`src/rtl/print_pkg.sv`:
```
// Shared service codes, FSM state type and ASCII helpers for the print formatter.
package print_pkg;

  localparam logic [15:0] CMD_HEX = 16'h0001;
  localparam logic [15:0] CMD_DEC = 16'h0002;
  localparam logic [15:0] CMD_CHR = 16'h0003;

  localparam logic [7:0] ASCII_SPACE = 8'h20;
  localparam logic [7:0] ASCII_0     = 8'h30;
  localparam logic [7:0] ASCII_A_LC  = 8'h61;

  typedef enum logic [2:0] {
    StIdle,
    StFetch,
    StWait,
    StConv,
    StEmit
  } pf_state_t;

  // Lowercase hex digit; also valid for BCD digits 0-9.
  function automatic logic [7:0] nib2ascii(input logic [3:0] nib);
    if (nib < 4'd10) begin
      return ASCII_0 + {4'h0, nib};
    end
    return ASCII_A_LC + {4'h0, nib} - 8'd10;
  endfunction

endpackage

```
`src/rtl/bin2bcd_seq.sv`:
```
// Sequential double-dabble: 16-bit binary to five BCD digits in 16 cycles.
module bin2bcd_seq (
  input  logic        clk,
  input  logic        rst,
  input  logic        start,
  input  logic [15:0] bin,
  output logic        done,
  output logic [19:0] bcd
);

  logic [15:0] bin_q;
  logic [19:0] bcd_q;
  logic [4:0]  cnt_q;
  logic [19:0] adj;

  always_comb begin
    adj = bcd_q;
    for (int i = 0; i < 5; i++) begin
      if (bcd_q[4*i +: 4] >= 4'd5) begin
        adj[4*i +: 4] = bcd_q[4*i +: 4] + 4'd3;
      end
    end
  end

  always_ff @(posedge clk) begin
    if (!rst) begin
      bin_q <= '0;
      bcd_q <= '0;
      cnt_q <= '0;
    end else if (start) begin
      bin_q <= bin;
      bcd_q <= '0;
      cnt_q <= 5'd16;
    end else if (cnt_q != 5'd0) begin
      bcd_q <= {adj[18:0], bin_q[15]};
      bin_q <= {bin_q[14:0], 1'b0};
      cnt_q <= cnt_q - 5'd1;
    end
  end

  // High during the cycle whose edge performs the final step; bcd is final next cycle.
  assign done = (cnt_q == 5'd1);
  assign bcd  = bcd_q;

endmodule

```
`src/rtl/print_formatter.sv`:
```
// Console stage: on a HEX/DEC/CHR service code, reads the argument word from memory
// and streams its ASCII text over a valid/ready byte interface.
module print_formatter
  import print_pkg::*;
#(
  parameter logic [15:0] MEM_ADDR = 16'h0000,
  parameter int unsigned MEM_LAT  = 1
) (
  input  logic        clk,
  input  logic        rst,
  input  logic [15:0] cmd,
  output logic [15:0] mem_sel,
  output logic        mem_rd,
  input  logic [15:0] mem_data,
  output logic [7:0]  char_data,
  output logic        char_valid,
  input  logic        char_ready,
  output logic        busy,
  output logic        cmd_drop
);

  pf_state_t   state_q, state_d;
  logic [15:0] cmd_q;
  logic [15:0] code_q, code_d;
  logic [15:0] data_q, data_d;
  logic [1:0]  wait_cnt_q, wait_cnt_d;
  logic [2:0]  idx_q, idx_d;
  logic [2:0]  last_idx;
  logic        req, last_wait, bcd_start, bcd_done;
  logic [19:0] bcd;
  logic [31:0] bcd_ext;
  logic [3:0]  hex_nib, dec_dig;
  logic [2:0]  dec_pos;
  logic        dec_blank;

  // Edge-detected so a code held on data_out triggers only once.
  assign req = (cmd != cmd_q) && ((cmd == CMD_HEX) || (cmd == CMD_DEC) || (cmd == CMD_CHR));
  assign busy      = (state_q != StIdle);
  assign cmd_drop  = req && busy;
  assign last_wait = (wait_cnt_q == 2'(MEM_LAT - 1));

  always_comb begin
    if (code_q == CMD_HEX) begin
      last_idx = 3'd3;
    end else if (code_q == CMD_DEC) begin
      last_idx = 3'd4;
    end else begin
      last_idx = 3'd0;
    end
  end

  bin2bcd_seq u_bcd (
    .clk   (clk),
    .rst   (rst),
    .start (bcd_start),
    .bin   (mem_data),
    .done  (bcd_done),
    .bcd   (bcd)
  );

  always_comb begin
    state_d    = state_q;
    code_d     = code_q;
    data_d     = data_q;
    wait_cnt_d = wait_cnt_q;
    idx_d      = idx_q;
    mem_sel    = '0;
    mem_rd     = 1'b0;
    char_valid = 1'b0;
    bcd_start  = 1'b0;
    unique case (state_q)
      StIdle: begin
        if (req) begin
          code_d  = cmd;
          state_d = StFetch;
        end
      end
      StFetch: begin
        mem_sel    = MEM_ADDR;
        mem_rd     = 1'b1;
        wait_cnt_d = '0;
        state_d    = StWait;
      end
      StWait: begin
        mem_sel = MEM_ADDR;
        if (last_wait) begin
          data_d = mem_data;
          idx_d  = '0;
          if (code_q == CMD_DEC) begin
            bcd_start = 1'b1;
            state_d   = StConv;
          end else begin
            state_d = StEmit;
          end
        end else begin
          wait_cnt_d = wait_cnt_q + 2'd1;
        end
      end
      StConv: begin
        if (bcd_done) begin
          state_d = StEmit;
        end
      end
      StEmit: begin
        char_valid = 1'b1;
        if (char_ready) begin
          if (idx_q == last_idx) begin
            state_d = StIdle;
          end else begin
            idx_d = idx_q + 3'd1;
          end
        end
      end
      default: state_d = StIdle;
    endcase
  end

  always_comb begin
    char_data = '0;
    bcd_ext   = {12'h000, bcd};
    hex_nib   = data_q[{2'd3 - idx_q[1:0], 2'b00} +: 4];
    dec_pos   = 3'd4 - idx_q;
    dec_dig   = bcd_ext[{dec_pos, 2'b00} +: 4];
    // Blank a digit when it and every more significant digit are zero.
    dec_blank = (dec_pos != 3'd0) && ((bcd_ext >> {dec_pos, 2'b00}) == 32'd0);
    if (state_q == StEmit) begin
      if (code_q == CMD_HEX) begin
        char_data = nib2ascii(hex_nib);
      end else if (code_q == CMD_DEC) begin
        char_data = dec_blank ? ASCII_SPACE : nib2ascii(dec_dig);
      end else begin
        char_data = data_q[7:0];
      end
    end
  end

  always_ff @(posedge clk) begin
    if (!rst) begin
      state_q    <= StIdle;
      cmd_q      <= '0;
      code_q     <= '0;
      data_q     <= '0;
      wait_cnt_q <= '0;
      idx_q      <= '0;
    end else begin
      state_q    <= state_d;
      cmd_q      <= cmd;
      code_q     <= code_d;
      data_q     <= data_d;
      wait_cnt_q <= wait_cnt_d;
      idx_q      <= idx_d;
    end
  end

endmodule
```
`config.mk`:
```
export PLATFORM = sky130hd
export DESIGN_NAME = print_formatter
export DESIGN_NICKNAME = d
export VERILOG_FILES = /design/src/rtl/print_pkg.sv /design/src/rtl/bin2bcd_seq.sv /design/src/rtl/print_formatter.sv
export SDC_FILE = /design/constraint.sdc
export NUM_CORES = 1
export LEC_CHECK = 0
export ABC_AREA = 1
export BUFFER_PORTS_ARGS = -buffer_cell sky130_fd_sc_hd__clkbuf_2
export CORE_MARGIN = 3
export CORE_UTILIZATION = 40
export CTS_BUF_LIST = sky130_fd_sc_hd__clkbuf_16
export CTS_CLUSTER_DIAMETER = 50
export CTS_CLUSTER_SIZE = 30
export DETAILED_ROUTE_END_ITERATION = 6
export PLACE_DENSITY = 0.7
export SLEW_MARGIN = 30
export SYNTH_ARGS = -nofsm -noshare
export SYNTH_HDL_FRONTEND = slang
export SYNTH_SLANG_ARGS = --single-unit
```
`constraint.sdc`:
```
create_clock -name clk -period 6.35 [get_ports clk]
set_input_delay 0.635 -clock clk [delete_from_list [all_inputs] [get_ports clk]]
set_output_delay 0.635 -clock clk [all_outputs]
set_load 0.05 [all_outputs]
```
==> impl_metrics.csv, run 1 <==
group,metric,value,unit
sta,timing.final.crit_share,59.5,%
clocking,cts_hold_buf,0,
setup_path,r2r_start,"u_bcd.cnt_q[0]$_SDFFE_PP0P_",
detailed_routing,vias,4977,
setup_path,critPathCaptureType,"output port",
finish,mostFrequentLayoutCells,"201 x nand2_1, 110 x inv_1, 101 x nor2_1",
floorplan,pin_count,63,
run,maxCapViolCount,0,
sta,max_slew_margin,47.0,%
logic_synthesis,async_reset_ff_share,0,%
place,pre_cts_slack,2520,ps
logic_synthesis,yosys_warnings,0,
setup_path,cp_num_buf_inv,3,
sta,hold_violations,0,
place,dp_hpwl,8480,µm
finish,diodes,0,
clocking,h-tree-depth,3,
power_and_ir_drop,comb_power_share,45.9,%
global_routing,grt_overflow,0,
finish,nFillCells,1399,
setup_path,cp_cell_sequence,"inv_2 > ha_1 > inv_1 > nand2_1 > o211ai_1 > o21ai_1 > ha_1 > nand2_1 > nor2_1 > nand3_1 > nand2_1 > nor2_1 > clkbuf_2",
logic_synthesis,ys_ff_latch,97,
finish,nets,906,
power_and_ir_drop,p_leak,2.91,nW
setup_path,cp_max_fo,33,
detailed_routing,avgRoutedWirePerCell,11.4,µm
global_routing,grt_max_degree,70,
detailed_routing,initialDrtViolationCount,288,
detailed_routing,first_pass_iters,6,
floorplan,die_area,0.0153,mm²
hold_path,hold_path.class,"reg -> reg",
sta,fin_crit,3780,ps
floorplan,fp.dieH,124,µm
sta,skew,10.3,ps
floorplan,start_util,41.4,%
place,dpl_cell_area,0.00577,mm²
hold_path,hold_path.startpoint,"u_bcd.cnt_q[1]$_SDFFE_PP0P_",
global_routing,antenna_found_initial,0,
sta,slew_violations,0,
clocking,insertion_delay,350,ps
power_and_ir_drop,power,2.56,mW
power_and_ir_drop,p_clk_share,19.6,%
sta,setup_viol,0,
clocking,clockBufferDepth,2,
clocking,cts_setup_buffers,0,
detailed_routing,ant_nets,0,
logic_synthesis,synth-edff-count,0,
detailed_routing,post_drt_via_cell_ratio,4.82,
logic_synthesis,synth_ff_type,"dfxtp_1",
logic_synthesis,syn_area,0.00552,mm²
floorplan,rows,42,
place,gp_congestion,0.855,
floorplan,core-area,0.0133,mm²
logic_synthesis,synth.distinct_cells,44,
setup_path,slowest_delay,660,ps
setup_path,worstSetupPathType,"reg -> out",
sta,tightest_slew,793,ps
floorplan,die_w,124,µm
setup_path,reg2reg_depth,10,
hold_path,holdPathStages,2,
sta,finalWorstSetupSlack,2570,ps
setup_path,path_delay_family,"buffers and inverters",
clocking,clk_pin_slew_worst_paths,60,ps
logic_synthesis,synthCells,820,
setup_path,r2r_slack,3700,ps
setup_path,startpoint_type,"flip-flop",
logic_synthesis,synth_top_area_share,35.2,%
place,port_buffers,46,
hold_path,hold_end,"u_bcd.cnt_q[1]$_SDFFE_PP0P_",
global_routing,grt_pass1_wl,20100,µm
sta,rsz0062_at_grt,"no",
clocking,cts-root-buf,"clkbuf_16",
setup_path,cp.required,5710,ps
detailed_routing,wirelength,11800,µm
power_and_ir_drop,switchingPower,1.15,mW
setup_path,cp_common_cell,"nand2_1",
finish,drive_gt1_share,11.8,%
logic_synthesis,yosysSeqAreaShare,35.2,%
sta,max_freq,0.265,GHz
finish,fin_area,0.00604,mm²
sta,finalSetupTns,0,ps
clocking,cts_resized,0,
finish,area_delta_synth_final,9.33,%
power_and_ir_drop,pwr_density_cell,424,mW/mm²
detailed_routing,drc,0,
run_status,status,"finished, final reports clean",
clocking,cts_tree,"done",
clocking,cts_sinks,97,
setup_path,arrival,3140,ps
power_and_ir_drop,switching_share,44.8,%
logic_synthesis,synth_area_per_cell,6.74,µm²
power_and_ir_drop,sequentialPowerShare,34.4,%
logic_synthesis,yosys.area.top_type,"dfxtp_1",
setup_path,rr_endpoint,"u_bcd.bin_q[15]$_SDFFE_PN0P_",
power_and_ir_drop,peakVddDrop,0.000160,V
logic_synthesis,synth_area_leaders,"dfxtp_1 35%, nand2_1 14%, inv_1 7.4%, nor2_1 6.9%, ha_1 4.5%",
power_and_ir_drop,p_int,1.42,mW
setup_path,cp_slowest_cell,"dfxtp_2",
clocking,cts_buffers,9,
global_routing,track_usage,16.2,%
global_routing,grt_pass1_vias,4414,
finish,final_common_cell,"nand2_1",
-- worst max-delay path by stage --
stage          cells after the start            to                   from
2_1_floorplan                     14  char_data[2]  idx_q[0]$_SDFFE_PN0P_
3_3_place_gp                      12  char_data[1]  idx_q[0]$_SDFFE_PN0P_
3_5_place_dp                      13  char_data[1]  idx_q[0]$_SDFFE_PN0P_
4_1_cts                           13  char_data[1]  idx_q[0]$_SDFFE_PN0P_
5_1_grt                           13  char_data[2]  idx_q[0]$_SDFFE_PN0P_
6_report                          13  char_data[1]  idx_q[0]$_SDFFE_PN0P_
-- tightest hold or removal path: stages, from the launching register on --
cell,delay [ps]
dfxtp_1,310
nand2_1,60
a21oi_1,50
-- flip-flops by register name, summed over array words and instances, names as in the netlist --
signal and count:
cmd_q 16, code_q 16, data_q 16, idx_q 3
state_q 3, u_bcd.bcd 20, u_bcd.bin_q 16, u_bcd.cnt_q 5
wait_cnt_q 2
-- logic make-up (layout without fill, tap and decap cells) --
| logic type | Yosys count | count (layout) | share of synthesized area, % |
|---|---|---|---|
| other | 1 | 16 | 0.0679 |
| AND/OR/NAND/NOR | 398 | 398 | 31.5 |
| AO/OA/AOI/OAI | 137 | 137 | 14.3 |
| flip-flops | 97 | 97 | 35.2 |
| XOR/XNOR | 7 | 7 | 1.25 |
| buffers and inverters | 160 | 181 | 13.2 |
| adder cells (fa/ha/maj) | 20 | 20 | 4.53 |
-- final cells by class --
| type | count | area, µm² | share of cell area [%] |
|---|---|---|---|
| multi-input combinational | 578 | 2910 | 48.2 |
| sequential | 97 | 1940 | 32.2 |
| inverter | 118 | 452 | 7.48 |
| timing repair buffer | 47 | 238 | 3.94 |
| clock buffer | 9 | 225 | 3.73 |
| tap | 176 | 220 | 3.65 |
| clock inverter | 7 | 47.5 | 0.787 |
-- routing by layer --
metal	track usage (%)	wire length (µm)	vias to the layer above
met5	0	0	-
met3	3.98	611	12
met2	24.5	5150	88
met1	22.6	5850	2221
met4	5.26	148	0
li1	-	-	2656
-- stage by stage --
| step | hold slack, ps | util (%) | std cells |
|---|---|---|---|
| 2_1_floorplan | 437 | - | 835 |
| 3_5_place_dp | 456 | 43.2 | 1016 |
| 3_3_place_gp | 452 | 43.2 | 1016 |
| 5_1_grt | 483 | 45.2 | 1032 |
| 4_1_cts | 468 | 45.2 | 1032 |
| 6_report | 464 | 45.2 | 1032 |
-- synth_stat cells, types with 2 or more instances --
master and instances:
a211oi_1 17, a21oi_1 29, a31oi_1 17, and3_1 14, buf_2 6, buf_4 19, buf_6 4, clkbuf_1 11
dfxtp_1 97, ha_1 20, inv_1 109, inv_2 5, nand2_1 201, nand2_2 8, nand2_4 3, nand3_1 40
nand3_2 5, nand4_1 12, nor2_1 101, nor2_4 3, nor3_1 4, o211ai_1 4, o21ai_0 47, o21ai_1 16
o31ai_1 2, or2_2 4, xor2_1 5
-- power groups by stage --
stage	clock (mW)	combinational, mW	sequential, mW
6_report	0.503	1.18	0.883
4_1_cts	0.519	1.18	0.881
3_3_place_gp	0	1.15	0.891
3_5_place_dp	0	1.17	0.893
5_1_grt	0.540	1.35	0.904
2_1_floorplan	0	1.05	0.842
Power figures use the tool's default switching activity.
==> run 2, diff against run 1 <==
==> constraint.sdc (replaced) <==
create_clock -name clk -period 3.5 [get_ports clk]
set_input_delay 0.35 -clock clk [delete_from_list [all_inputs] [get_ports clk]]
set_output_delay 0.35 -clock clk [all_outputs]
set_load 0.05 [all_outputs]
==> run 2 against run 1 <==
- sequential share of layout area fell by 0.11 points
- clock power rose by 86%
- non-clock buffer count rose by 2
- first-iteration DRC count rose by 39%
- global-route usage fell by 0.059 points
- count of clock-buffer cells in the layout did not move
- cell count rose by 0.19%
- flip-flop and latch count did not move
- critical endpoint is now char_data[0]
- largest cell class unchanged
- highest routed layer unchanged
==> impl_metrics.csv, run 2 (synthesized netlist as in run 1, its figures left out) <==
group,metric,value,unit
run_status,status,"finished, final reports clean",
global_routing,track_usage,16.1,%
floorplan,fp.dieH,124,µm
detailed_routing,ant_nets,0,
setup_path,critPathCaptureType,"output port",
floorplan,die_area,0.0153,mm²
setup_path,cp_max_fo,11,
floorplan,start_util,41.4,%
sta,rsz0062_at_grt,"no",
detailed_routing,vias,4948,
detailed_routing,initialDrtViolationCount,399,
place,dp_hpwl,8580,µm
clocking,clockBufferDepth,2,
sta,max_slew_margin,45.2,%
sta,finalSetupTns,0,ps
finish,diodes,0,
clocking,clk_pin_slew_worst_paths,70,ps
finish,mostFrequentLayoutCells,"201 x nand2_1, 109 x inv_1, 101 x nor2_1",
place,port_buffers,46,
sta,max_freq,0.319,GHz
global_routing,grt_overflow,0,
setup_path,startpoint_type,"flip-flop",
setup_path,worstSetupPathType,"reg -> out",
sta,hold_violations,0,
floorplan,core-area,0.0133,mm²
global_routing,grt_pass1_vias,4462,
setup_path,r2r_slack,1330,ps
clocking,insertion_delay,350,ps
global_routing,grt_max_degree,69,
clocking,cts_buffers,9,
power_and_ir_drop,peakVddDrop,0.000456,V
power_and_ir_drop,p_leak,2.93,nW
floorplan,rows,42,
finish,drive_gt1_share,11.9,%
detailed_routing,drc,0,
detailed_routing,wirelength,11700,µm
finish,largest_reg_flops,20,
sta,setup_viol,0,
run,maxCapViolCount,0,
sta,slew_violations,0,
clocking,cts_tree,"done",
sta,timing.final.crit_share,89.6,%
setup_path,cp.required,3150,ps
sta,skew,9.51,ps
finish,post-route-util,45.4,%
hold_path,hold_path.class,"in -> reg",
place,place_inst,1018,
clocking,cts-root-buf,"clkbuf_16",
power_and_ir_drop,pwr_density_cell,773,mW/mm²
clocking,cts_sinks,97,
sta,tightest_slew,820,ps
detailed_routing,first_pass_iters,6,
global_routing,grt_pass1_wl,20000,µm
finish,final_common_cell,"nand2_1",
sta,fin_crit,3130,ps
detailed_routing,avgRoutedWirePerCell,11.3,µm
clocking,h-tree-depth,3,
finish,final_cells,1034,
clocking,cts_setup_buffers,0,
finish,area_delta_synth_final,9.65,%
finish,nFillCells,1413,
setup_path,arrival,2780,ps
finish,nets,908,
place,gp_congestion,0.863,
global_routing,antenna_found_initial,0,
detailed_routing,post_drt_via_cell_ratio,4.79,
floorplan,pin_count,63,
floorplan,die_w,124,µm
-- run 2: power by group --
part | internal (mW) | switching, mW | total (mW) | leakage [nW]
Clock | 0.489 | 0.448 | 0.937 | 0.135
Sequential | 1.36 | 0.200 | 1.56 | 0.795
Combinational | 0.742 | 1.44 | 2.19 | 1.99
Total | 2.59 | 2.09 | 4.68 | 2.93
-- run 2: routing by layer --
metal  GRT usage (%)  part of all wire, %
met3            4.57                  5.9
met2            24.5                   43
met5               0                    0
met4            4.01                  1.3
met1            22.6                   50
-- run 2: worst paths after layout --
path,cells past startpoint,startpoint,endpoint
min,3,cmd[2],cmd_q[2]$_SDFF_PN0_
max,13,idx_q[1]$_SDFFE_PN0P_,char_data[0]
max reg2reg,9,code_q[1]$_SDFFE_PN0P_,u_bcd.bcd[10]$_SDFFE_PP0P_
min reg2reg,2,u_bcd.cnt_q[1]$_SDFFE_PP0P_,u_bcd.cnt_q[1]$_SDFFE_PP0P_
-- run 2: timing repair --
action | CTS | global route
resized for setup | 0 | 1
setup endpoints to repair | 0 | 1
hold buffers | 0 | 0
-- run 2: area by class of cell --
cell class                      instances  area [µm²]  share of cell area, %
Sequential cell                        97        1940                   32.1
Timing Repair Buffer                   49         253                   4.17
Inverter                              118         452                   7.46
Clock buffer                            9         225                   3.72
Multi-Input combinational cell        578        2910                   48.0
Tap cell                              176         220                   3.64
Clock inverter                          7        56.3                  0.930
-- run 2: critical path: stages, from the launching register on --
cell and delay (ps):
dfxtp_1 480, inv_1 200, ha_1 380, inv_2 170, nand2_1 80, o211ai_1 80, o21ai_1 160, ha_1 210
nand2_1 60, nor2_1 40, nand3_1 120, nand2_1 60, nor2_1 100, clkbuf_2 280
-- run 2: stage by stage --
step	cell area (µm²)	worst slack, ps	total power [mW]	hold WS [ps]
2_1_floorplan	5580	397	3.43	437
3_3_place_gp	5780	716	3.72	452
3_5_place_dp	5780	652	3.76	456
4_1_cts	6060	271	4.71	191
5_1_grt	6060	95.7	5.13	218
6_report	6060	365	4.68	202
